## config.mk

```make
export PLATFORM = sky130hd
export DESIGN_NAME = uart_rx
export DESIGN_NICKNAME = d
export VERILOG_FILES = /design/src/rtl/uart_pkg.sv /design/src/rtl/uart_rx_sampler.sv /design/src/rtl/uart_rx.sv
export SDC_FILE = /design/constraint.sdc
export NUM_CORES = 1
export LEC_CHECK = 0
export ABC_AREA = 1
export CAP_MARGIN = 20
export CORE_MARGIN = 3
export CORE_UTILIZATION = 60
export DETAILED_ROUTE_END_ITERATION = 6
export PLACE_DENSITY_LB_ADDON = 0.15
export SYNTH_ARGS = -nofsm -noshare
export SYNTH_HDL_FRONTEND = slang
export SYNTH_SLANG_ARGS = --single-unit
export TNS_END_PERCENT = 20
```

## constraint.sdc

```tcl
create_clock -name CLK -period 4.86 [get_ports CLK]
set_clock_uncertainty 0.05 [all_clocks]
set_input_delay 0.972 -clock CLK [delete_from_list [all_inputs] [get_ports CLK]]
set_output_delay 0.972 -clock CLK [all_outputs]
set_load 0.005 [all_outputs]
```

## src/rtl/uart_pkg.sv

```systemverilog
// Shared definitions for the UART receive path: FSM encoding, legal
// oversampling ratios and parity-type codes.
package uart_pkg;

    typedef enum logic [2:0] {
        IDLE,
        START,
        DATA,
        PARITY,
        STOP
    } rx_state_e;

    // Oversampling ratios the receiver understands; anything else runs as 8.
    localparam int PRESCALE_8  = 8;
    localparam int PRESCALE_16 = 16;
    localparam int PRESCALE_32 = 32;

    // Internal width of the latched ratio and the in-bit edge counter.
    localparam int PRESC_CNT_W = 6;

    localparam logic PAR_EVEN = 1'b0;
    localparam logic PAR_ODD  = 1'b1;

endpackage

```

## src/rtl/uart_rx_sampler.sv

```systemverilog
// Bit timing for the receiver: edge/bit counters over the latched ratio,
// three mid-bit samples and their majority vote.
module uart_rx_sampler
    import uart_pkg::*;
#(
    parameter int BIT_W = 4
) (
    input  logic                   clk,
    input  logic                   rst_n,
    input  logic                   run,
    input  logic                   rx_in,
    input  logic [PRESC_CNT_W-1:0] presc,
    output logic [BIT_W-1:0]       bit_cnt,
    output logic                   bit_end,
    output logic                   sample_done,
    output logic                   sampled_bit
);

    logic [PRESC_CNT_W-1:0] edge_cnt_q, edge_cnt_d;
    logic [PRESC_CNT_W-1:0] half;
    logic [BIT_W-1:0]       bit_cnt_q, bit_cnt_d;
    logic [2:0]             smp_q, smp_d;

    assign half        = presc >> 1;
    assign bit_end     = run && (edge_cnt_q == presc - PRESC_CNT_W'(1));
    // Decision point: the third sample was captured on the previous edge.
    assign sample_done = run && (edge_cnt_q == half + PRESC_CNT_W'(2));
    assign sampled_bit = (smp_q[0] & smp_q[1]) | (smp_q[0] & smp_q[2]) |
                         (smp_q[1] & smp_q[2]);
    assign bit_cnt     = bit_cnt_q;

    // Counters advance only while a frame is in progress; samples straddle mid-bit.
    always_comb begin
        edge_cnt_d = edge_cnt_q;
        bit_cnt_d  = bit_cnt_q;
        smp_d      = smp_q;
        if (!run) begin
            edge_cnt_d = '0;
            bit_cnt_d  = '0;
        end else begin
            if (bit_end) begin
                edge_cnt_d = '0;
                bit_cnt_d  = bit_cnt_q + BIT_W'(1);
            end else begin
                edge_cnt_d = edge_cnt_q + PRESC_CNT_W'(1);
            end
            if (edge_cnt_q == half - PRESC_CNT_W'(1)) smp_d[0] = rx_in;
            if (edge_cnt_q == half)                   smp_d[1] = rx_in;
            if (edge_cnt_q == half + PRESC_CNT_W'(1)) smp_d[2] = rx_in;
        end
    end

    // Counter and sample registers with synchronous reset.
    always_ff @(posedge clk) begin
        if (!rst_n) begin
            edge_cnt_q <= '0;
            bit_cnt_q  <= '0;
            smp_q      <= '0;
        end else begin
            edge_cnt_q <= edge_cnt_d;
            bit_cnt_q  <= bit_cnt_d;
            smp_q      <= smp_d;
        end
    end

endmodule

```

## src/rtl/uart_rx.sv

```systemverilog
// UART receiver: start detect, LSB-first deserialiser, optional parity and
// stop check, with one-cycle Data_Valid / par_err / stp_err strobes.
module uart_rx
    import uart_pkg::*;
#(
    parameter int P_DATA_WIDTH   = 8,
    parameter int PRESCALE_WIDTH = 6
) (
    input  logic                      CLK,
    input  logic                      RST,
    input  logic                      RX_IN,
    input  logic [PRESCALE_WIDTH-1:0] Prescale,
    input  logic                      PAR_EN,
    input  logic                      PAR_TYP,
    output logic [P_DATA_WIDTH-1:0]   P_DATA,
    output logic                      Data_Valid,
    output logic                      par_err,
    output logic                      stp_err
);

    localparam int BIT_W = $clog2(P_DATA_WIDTH + 3);

    rx_state_e                state_q, state_d;
    logic [P_DATA_WIDTH-1:0]  shift_q, shift_d;
    logic [P_DATA_WIDTH-1:0]  p_data_q, p_data_d;
    logic [PRESC_CNT_W-1:0]   presc_q, presc_d, presc_sel;
    logic                     par_en_q, par_en_d;
    logic                     par_typ_q, par_typ_d;
    logic                     par_flag_q, par_flag_d;
    logic                     dv_q, dv_d, pe_q, pe_d, se_q, se_d;

    logic [BIT_W-1:0]         bit_cnt;
    logic                     bit_end, sample_done, sampled_bit;

    uart_rx_sampler #(.BIT_W(BIT_W)) u_sampler (
        .clk         (CLK),
        .rst_n       (RST),
        .run         (state_q != IDLE),
        .rx_in       (RX_IN),
        .presc       (presc_q),
        .bit_cnt     (bit_cnt),
        .bit_end     (bit_end),
        .sample_done (sample_done),
        .sampled_bit (sampled_bit)
    );

    // Map the requested ratio onto a legal one; unknown values fall back to 8.
    always_comb begin
        presc_sel = PRESC_CNT_W'(PRESCALE_8);
        if (Prescale == PRESCALE_WIDTH'(PRESCALE_16))
            presc_sel = PRESC_CNT_W'(PRESCALE_16);
        else if (Prescale == PRESCALE_WIDTH'(PRESCALE_32))
            presc_sel = PRESC_CNT_W'(PRESCALE_32);
    end

    // Frame FSM: next state, deserialiser, parity tracking and strobes.
    always_comb begin
        state_d    = state_q;
        shift_d    = shift_q;
        p_data_d   = p_data_q;
        presc_d    = presc_q;
        par_en_d   = par_en_q;
        par_typ_d  = par_typ_q;
        par_flag_d = par_flag_q;
        dv_d       = 1'b0;
        pe_d       = 1'b0;
        se_d       = 1'b0;
        case (state_q)
            IDLE: begin
                if (!RX_IN) begin
                    state_d    = START;
                    presc_d    = presc_sel;
                    par_en_d   = PAR_EN;
                    par_typ_d  = PAR_TYP;
                    par_flag_d = 1'b0;
                end
            end
            START: begin
                // A high majority means the falling edge was noise.
                if (sample_done && sampled_bit) state_d = IDLE;
                else if (bit_end)               state_d = DATA;
            end
            DATA: begin
                if (sample_done) shift_d = {sampled_bit, shift_q[P_DATA_WIDTH-1:1]};
                if (bit_end && (bit_cnt == BIT_W'(P_DATA_WIDTH)))
                    state_d = par_en_q ? PARITY : STOP;
            end
            PARITY: begin
                if (sample_done && (sampled_bit != (^shift_q ^ par_typ_q)))
                    par_flag_d = 1'b1;
                if (bit_end) state_d = STOP;
            end
            STOP: begin
                // Leave at mid-bit so a back-to-back start edge is not missed.
                if (sample_done) begin
                    state_d = IDLE;
                    if (!sampled_bit)    se_d = 1'b1;
                    else if (par_flag_q) pe_d = 1'b1;
                    else begin
                        dv_d     = 1'b1;
                        p_data_d = shift_q;
                    end
                end
            end
            default: state_d = IDLE;
        endcase
    end

    // State, configuration and output registers with synchronous reset.
    always_ff @(posedge CLK) begin
        if (!RST) begin
            state_q    <= IDLE;
            shift_q    <= '0;
            p_data_q   <= '0;
            presc_q    <= PRESC_CNT_W'(PRESCALE_8);
            par_en_q   <= 1'b0;
            par_typ_q  <= PAR_EVEN;
            par_flag_q <= 1'b0;
            dv_q       <= 1'b0;
            pe_q       <= 1'b0;
            se_q       <= 1'b0;
        end else begin
            state_q    <= state_d;
            shift_q    <= shift_d;
            p_data_q   <= p_data_d;
            presc_q    <= presc_d;
            par_en_q   <= par_en_d;
            par_typ_q  <= par_typ_d;
            par_flag_q <= par_flag_d;
            dv_q       <= dv_d;
            pe_q       <= pe_d;
            se_q       <= se_d;
        end
    end

    assign P_DATA     = p_data_q;
    assign Data_Valid = dv_q;
    assign par_err    = pe_q;
    assign stp_err    = se_q;

endmodule

```

; ---- Word-level counts from Yosys, hierarchy flattened
; Index checks and enable logic that the tools add are counted.
[classes]
n_addsub = 6
n_mul = 0
div = 0
order_cmp = 0
eq_ne = 19
shifts = 0
mux = 16
bitwise_logic = 10
n_reduce_logical = 21
[op_table]
columns = op, count
row1 = equality test 6 bit, 4
row2 = two-way mux 3 bit, 7
row3 = one-hot mux 3 bit (5 select lines), 1
row4 = two-way mux 6 bit, 2
row5 = AND reduction 2 bit, 6
row6 = "!= test 2 bit, second input constant", 5
row7 = AND reduction 4 bit, 2
row8 = parity 8 bit, 1
row9 = "adder 5 x 1 -> 6 bit, second input constant", 1
row10 = "adder 5 x 2 -> 6 bit, second input constant", 1
row11 = "adder 6 x 1 -> 6 bit, second input constant", 1
row12 = "equality test 3 x 2 -> 1 bit, second input constant", 2
row13 = equality test 6 x 5 -> 1 bit, 1
row14 = "equality test 6 x 5 -> 1 bit, second input constant", 1
row15 = "equality test 6 bit, second input constant", 1
row16 = AND reduction 3 bit, 2
row17 = "subtractor 5 x 1 -> 6 bit, second input constant", 1
row18 = "subtractor 6 x 1 -> 6 bit, second input constant", 1
row19 = logical AND 1 bit, 5
row20 = two-way mux 1 bit, 5
row21 = AND reduction 5 bit, 1
row22 = "adder 4 x 1 -> 4 bit, second input constant", 1
row23 = "equality test 4 bit, second input constant", 1
row24 = inverter 1 bit, 4
row25 = 12 further kinds, 15
[word_totals]
ff_bits = 44
latchBits = 0
ramBits = 0
romBits = 0
inputBits = 11
out_inout_bits = 11
elab_cells = 87
mem_count = 0

; ---- Depth between registers and ports, before layout
; Gate-level depths: netlist of run 1.
[depth]
word_depth = 7
ltp_mapped = 14
depth_no_buf = 14

; ---- Cells and area by module
; Synthesis of run 1 repeated with hierarchy kept, for this count alone.
[unflattened]
cells_unflattened = 393
area_unflattened_um2 = 2523.7
[by_module_without_submodules]
columns = module, n_inst, cells_each, area_per_inst_um2, seq_area_each_um2
row1 = uart_rx, 1, 177, 1271.2, 560.5
row2 = uart_rx_sampler, 1, 216, 1252.5, 260.2

; ---- Worst setup path after synthesis of run 1
; No wires, ideal clock.
[synth_path]
kind = input-to-reg
from = input RST
to = register u_sampler.edge_cnt_q[3]
setup_time_ps = 80
t_arrival_ps = 1651
t_required_ps = 4730
slack_ps = 3080
stages = 4
n_path_buf = 0
cell_sequence = clkinv_1 > nor2_1 > nand2_1 > nor3b_1
[synth_between]
elab_chain_len = 2
[synth_lines]
columns = element, line
row1 = from (decl), uart_rx.sv:10  ; input logic RST,
row2 = inverter 1 bit (no line), -
row3 = OR reduction 3 bit (no line), -
row4 = to (signal assigned), uart_rx_sampler.sv:60  ; edge_cnt_q <= edge_cnt_d;
row5 = to (decl), uart_rx_sampler.sv:19  ; logic [PRESC_CNT_W-1:0] edge_cnt_q, edge_cnt_d;
; Every way passes these cells.
; A chain may end at the register's enable or synchronous reset.

; ---- Worst setup path in the final report of run 1
; Same ends and word-level chain as after synthesis.

==> flow_metrics.tcl, run 1 <==
set metrics [dict create \
    clock_sinks 41 \
    finalCritPeriodShare_pct 50.4 \
    hold_viol 0 \
    crit_family "buffers and inverters" \
    area_delta_synth_final_pct 14.0 \
    die_h_microns 66.0 \
    grt_max_degree 24 \
    cts_root_buf "clkbuf_4" \
    drc 0 \
    nets 339 \
    drt_iter0_markers 70 \
    io_buffers 21 \
    fillers 290 \
    synth.area.top_cells "dfxtp_1 38%, nand2_1 9.9%, inv_1 7.7%" \
    synth_compound_area_share_pct 15.5 \
    irDropWorstVdd_mv 0.206 \
    globalRouteTotalUtil_pct 22.3 \
    cp.depth 6 \
    post-place-ws_ps 2040 \
    yosys.area.top_type_share_pct 38.1 \
    synth_cell_types 35 \
    hold_path_class "flop to flop" \
    routedWlPerCell_microns 11.0 \
    antenna_found_initial 0 \
    ys_ff_latch 41 \
    synthSimpleGateAreaFrac_pct 28.1 \
    synth_xor_area_share_pct 3.65 \
    viasPerCell 5.03 \
    diodes 0 \
    yosys-top-cells-count "57 x nand2_1, 44 x inv_1, 41 x dfxtp_1" \
    yosys.area_share.adder_pct 4.06 \
    status "completed" \
    synth_top_family_by_area "simple AND/OR/NAND/NOR gates" \
    worstPathMaxFanout 23 \
    wirelength_microns 4050 \
    synth_largest_area_cell "dfxtp_1" \
    fin_ws_ps 2410 \
    leakage_uw 0.000975 \
    cp_data_arrival_time_ps 2680 \
    coreArea_sq_um 3390 \
    synth_top_flop_cell "dfxtp_1" \
    cts_buffers 5 \
    syn_nets 314 \
    rsz0062_at_grt "no" \
    cp_slowest_cell "clkdlybuf4s50_1" \
    grt_pass1_wl_microns 7530 \
    ant_nets 0 \
    cts_setup_buffers 0 \
    slew_viol_final 0 \
    setup.worst_path.class "input pin to flop" \
    max_clock_freq_mhz 408 \
    critPathRequiredTime_ps 5090 \
    clockBufferDepth 2 \
    period_needed_ps 2450 \
    rr_worst_depth 14 \
    holdBufCountCts 0 \
    synthMuxAreaShare_pct 0 \
    ys_seq_area_share_pct 38.1 \
    cap_violations 0 \
    grt_pass1_vias 1788 \
    gp_congestion 0.794 \
    die_w_microns 66.0 \
    end_kind "flop" \
    grt-ovfl-total 0 \
    vias 1852 \
    avgSynthCellArea_sq_um 7.29 \
    dieArea_sq_um 4350 \
    ys_warn_count 0 \
    worstMarginPinSlew_ps 332 \
    syn_inst 296 \
    clkLatencyLatePin_ps 360 \
    hold_depth 2 \
    start_util_pct 63.6 \
    setup-tns-final_ps 0 \
    ctsHtreeMaxLevel 2 \
    dr.pass1.iters 4 \
    worst_path_largest_cell_delay_ps 450 \
    async_flop_share_pct 0 \
    start_kind "input pin" \
    postLayoutCoreUtil_pct 72.6 \
    ioPinCount 22 \
    relSlewSlack_pct 77.7 \
    synthMostInstantiatedCell "nand2_1" \
    synth-edff-count 0 \
    drive_gt1_share_pct 11.8 \
    cp_num_buf_inv 3 \
    power_density_nw_per_um2 364 \
    syn_area_sq_um 2160 \
    finalSetupViolations 0 \
    rows 21 \
    clkTransAtPathRegs_ps 110 \
    hpwl_microns 3120 \
    cts.repair.resized 0 \
    cp_cell_sequence "clkdlybuf4s50_1, buf_4, clkinv_1, nor2_1, nand2_1, nor3b_1" \
    cts_tree "built" \
]
## report_power, final
part           switching [uW]  leakage [uW]  internal (uW)
sequential               30.1      0.000332            368
combinational             218      0.000612            111
clock                     114     0.0000310           54.6
total                     363      0.000975            534
## layout make-up
type / count / area (sq um) / share of cell area [%]
multi-input combinational: 199 / 1110 / 45.1
sequential: 41 / 821 / 33.4
timing repair buffer: 22 / 218 / 8.85
inverter: 52 / 200 / 8.14
tap: 46 / 57.6 / 2.34
clock buffer: 5 / 37.5 / 1.53
clock inverter: 3 / 17.5 / 0.712
## cells in the final DEF, fill, tap and decap left out, types with 4 or more instances in the layout
cell type        instances
clkbuf_4                 5
o21ai_1                 11
nand2_1                 57
inv_1                   44
xnor2_1                  4
nand2_2                  4
nor2_1                  22
xor2_1                   5
dfxtp_1                 41
a21oi_2                  8
clkdlybuf4s50_1         21
nand3_1                 21
ha_1                     7
a21oi_1                 20
inv_2                    4
o21ai_0                 11
## layer usage
metal	up-vias	GRT usage, %	wire (microns)
li1	1003	-	-
met1	811	26.4	1880
met2	28	37.4	1940
met3	10	6.80	135
met4	0	9.14	95
met5	-	0	0
## through the flow
| stage | instance area [sq um] | hold slack (ps) | std cells | power (uW) |
|---|---|---|---|---|
| after global placement | 2400 | 371 | 360 | 726 |
| final | 2460 | 404 | 368 | 896 |
| after detailed placement | 2400 | 373 | 360 | 732 |
| after floorplan | 2160 | 349 | 296 | 661 |
| after CTS | 2460 | 395 | 368 | 906 |
| after global routing | 2460 | 421 | 368 | 989 |
## worst register-to-register path, stage by stage (launching register included)
cell     delay [ps]
dfxtp_1         400
inv_2            80
ha_1            340
inv_1            70
nand2_1          40
nand2_1          70
nand2_1          50
nor2_2          110
nand3_1          90
nand2_1          80
inv_1            40
nor2_1          170
nand3_1         100
nand2_1          70
nor2_1           40
## registers in the layout (all words and copies together) (netlist names)
name / cells
par_en_q: 1
Data_Valid: 1
presc_q: 3
u_sampler.bit_cnt: 4
P_DATA: 8
par_err: 1
state_q: 3
u_sampler.edge_cnt_q: 6
stp_err: 1
shift_q: 8
par_typ_q: 1
u_sampler.smp_q: 3
par_flag_q: 1
## worst paths after layout
check                           slack (ps)                      end                from
worst min register to register         400       u_sampler.smp_q[0]  u_sampler.smp_q[0]
worst max-delay path                  2410  u_sampler.edge_cnt_q[3]                 RST
worst max register to register        2990               state_q[1]          presc_q[3]
worst min-delay path                   400       u_sampler.smp_q[0]  u_sampler.smp_q[0]
## cell families (layout without fill, tap and decap cells)
kind of cell | count (synthesis) | count (layout)
AO/OA/AOI/OAI | 57 | 57
XOR/XNOR | 9 | 9
adder cells (fa/ha/maj) | 7 | 7
buffers and inverters | 56 | 82
flip-flops | 41 | 41
AND/OR/NAND/NOR | 126 | 126
No activity file was read; power rests on OpenSTA's default activity.
==> run 2, diff against run 1 <==
Settings changed: CORE_UTILIZATION 60 to 51.
Clock period 4.86 ns to 2.2 ns, I/O delays scaled along.
==> flow_metrics.tcl, run 2 (synthesis gave the netlist of run 1 again) <==
set metrics [dict create \
    end_kind "flop" \
    clkTransAtPathRegs_ps 80 \
    met2WireLength_microns 1930 \
    wl_met1_microns 1870 \
    hold_path_class "flop to flop" \
    finalInstanceArea_sq_um 2520 \
    nets 340 \
    antenna_found_initial 0 \
    crit_family "simple AND/OR/NAND/NOR gates" \
    dpl_cell_area_sq_um 2420 \
    diodes 0 \
    power_density_nw_per_um2 866 \
    cp_num_buf_inv 3 \
    period_needed_ps 1830 \
    r2r_start "presc_q[3]" \
    hold_viol 0 \
    cp_common_cell "nand2_1" \
    worstMarginPinSlew_ps 343 \
    io_buffers 21 \
    globalRouteTotalUtil_pct 17.2 \
    wirelength_microns 4000 \
    dieArea_sq_um 5050 \
    max_clock_freq_mhz 547 \
    cp_data_arrival_time_ps 1970 \
    worstPathMaxFanout 5 \
    start_util_pct 53.5 \
    setup.worst_path.class "flop to flop" \
    cts_tree "built" \
    area_delta_synth_final_pct 16.9 \
    post-place-ws_ps 266 \
    critPathRequiredTime_ps 2340 \
    worstHoldStart "par_flag_q" \
    viasPerCell 5.01 \
    ant_nets 0 \
    drt_iter0_markers 73 \
    finalSetupViolations 0 \
    clkLatencyLatePin_ps 290 \
    layout_common_cells "57 x nand2_1, 44 x inv_1, 41 x dfxtp_1" \
    fin_ws_ps 372 \
    postLayoutCoreUtil_pct 62.6 \
    wl_met3_microns 151 \
    cts_buffers 5 \
    cp_cell_sequence "inv_2, ha_1, inv_1, nand2_1, nand2_1, nand2_1, nor2_2, nand3_1, nand2_1, inv_1, nor2_1, nand3_1, nand2_1, nor2_1" \
    dp_cells 365 \
    dr.pass1.iters 5 \
    drive_gt1_share_pct 11.8 \
    leakage_uw 0.00100 \
    cp_slowest_cell "dfxtp_1" \
    grt-ovfl-total 0 \
    irDropWorstVdd_mv 0.392 \
    die_h_microns 71.0 \
    cts.repair.resized 0 \
    coreArea_sq_um 4030 \
    drc 0 \
    final-instance-count-excl-fill 372 \
    clock_sinks 41 \
    rows 23 \
    grt_max_degree 23 \
    routedWlPerCell_microns 10.7 \
    rsz0062_at_grt "no" \
    hpwl_microns 3060 \
    status "completed" \
    die_w_microns 71.0 \
    vias 1865 \
    routed.top_layer "met4" \
    holdBufCountCts 0 \
    cap_violations 0 \
    worst_path_largest_cell_delay_ps 370 \
    cts_root_buf "clkbuf_8" \
    grt_pass1_vias 1715 \
    final_common_cell "nand2_1" \
    cts_setup_buffers 0 \
    setup-tns-final_ps 0 \
    relSlewSlack_pct 77.0 \
    crit_start "presc_q[3]" \
    gp_congestion 0.896 \
    start_kind "flop" \
    slew_viol_final 0 \
    ioPinCount 22 \
    grt_pass1_wl_microns 7100 \
    finalCritPeriodShare_pct 83.1 \
    ctsHtreeMaxLevel 2 \
    clockBufferDepth 2 \
]
-- run 2: cell types whose count changed in the layout (fill, tap and decap cells not counted), sizes merged --
cell | previous run | this run
clkinvlp | 1 | 0
clkinv | 5 | 4
buf | 1 | 2
bufinv | 0 | 1
-- run 2: where the power goes --
part,switching [uW],leakage (uW),internal (uW)
clock network,254,0.0000540,330
registers,64.9,0.000332,812
logic,475,0.000616,246
-- run 2: final timing paths --
kind	to	slack, ps	depth (start not counted)
setup / recovery	state_q[2]	370	14
hold / removal	Data_Valid	380	1
setup reg to reg	state_q[2]	370	14
hold reg to reg	Data_Valid	380	1
-- run 2: metrics by stage --
step | power, uW | hold slack, ps
floorplan | 1460 | 349
global placement | 1610 | 365
detailed placement | 1620 | 374
CTS | 2210 | 385
global route | 2360 | 393
finish | 2180 | 378
-- run 2: worst reg2reg max path, stage by stage, from the launching register on --
cell and delay [ps]:
dfxtp_1 370, inv_2 80, ha_1 330, inv_1 60, nand2_1 40, nand2_1 60
nand2_1 50, nor2_2 110, nand3_1 90, nand2_1 80, inv_1 40, nor2_1 160
nand3_1 100, nand2_1 60, nor2_1 40
-- run 2: routing by layer --
metal	vias up	GRT usage, %
met3	5	4.26
met4	0	5.85
met5	-	0
li1	998	-
met2	36	29.4
met1	826	21.2
-- run 2: layout make-up --
type,count,area (sq um)
Clock buffer,5,68.8
Multi-Input combinational cell,199,1110
Timing Repair Buffer,23,225
Inverter,52,200
Clock inverter,2,35.0
Tap cell,50,62.6
Fill cell,373,1510
Sequential cell,41,821
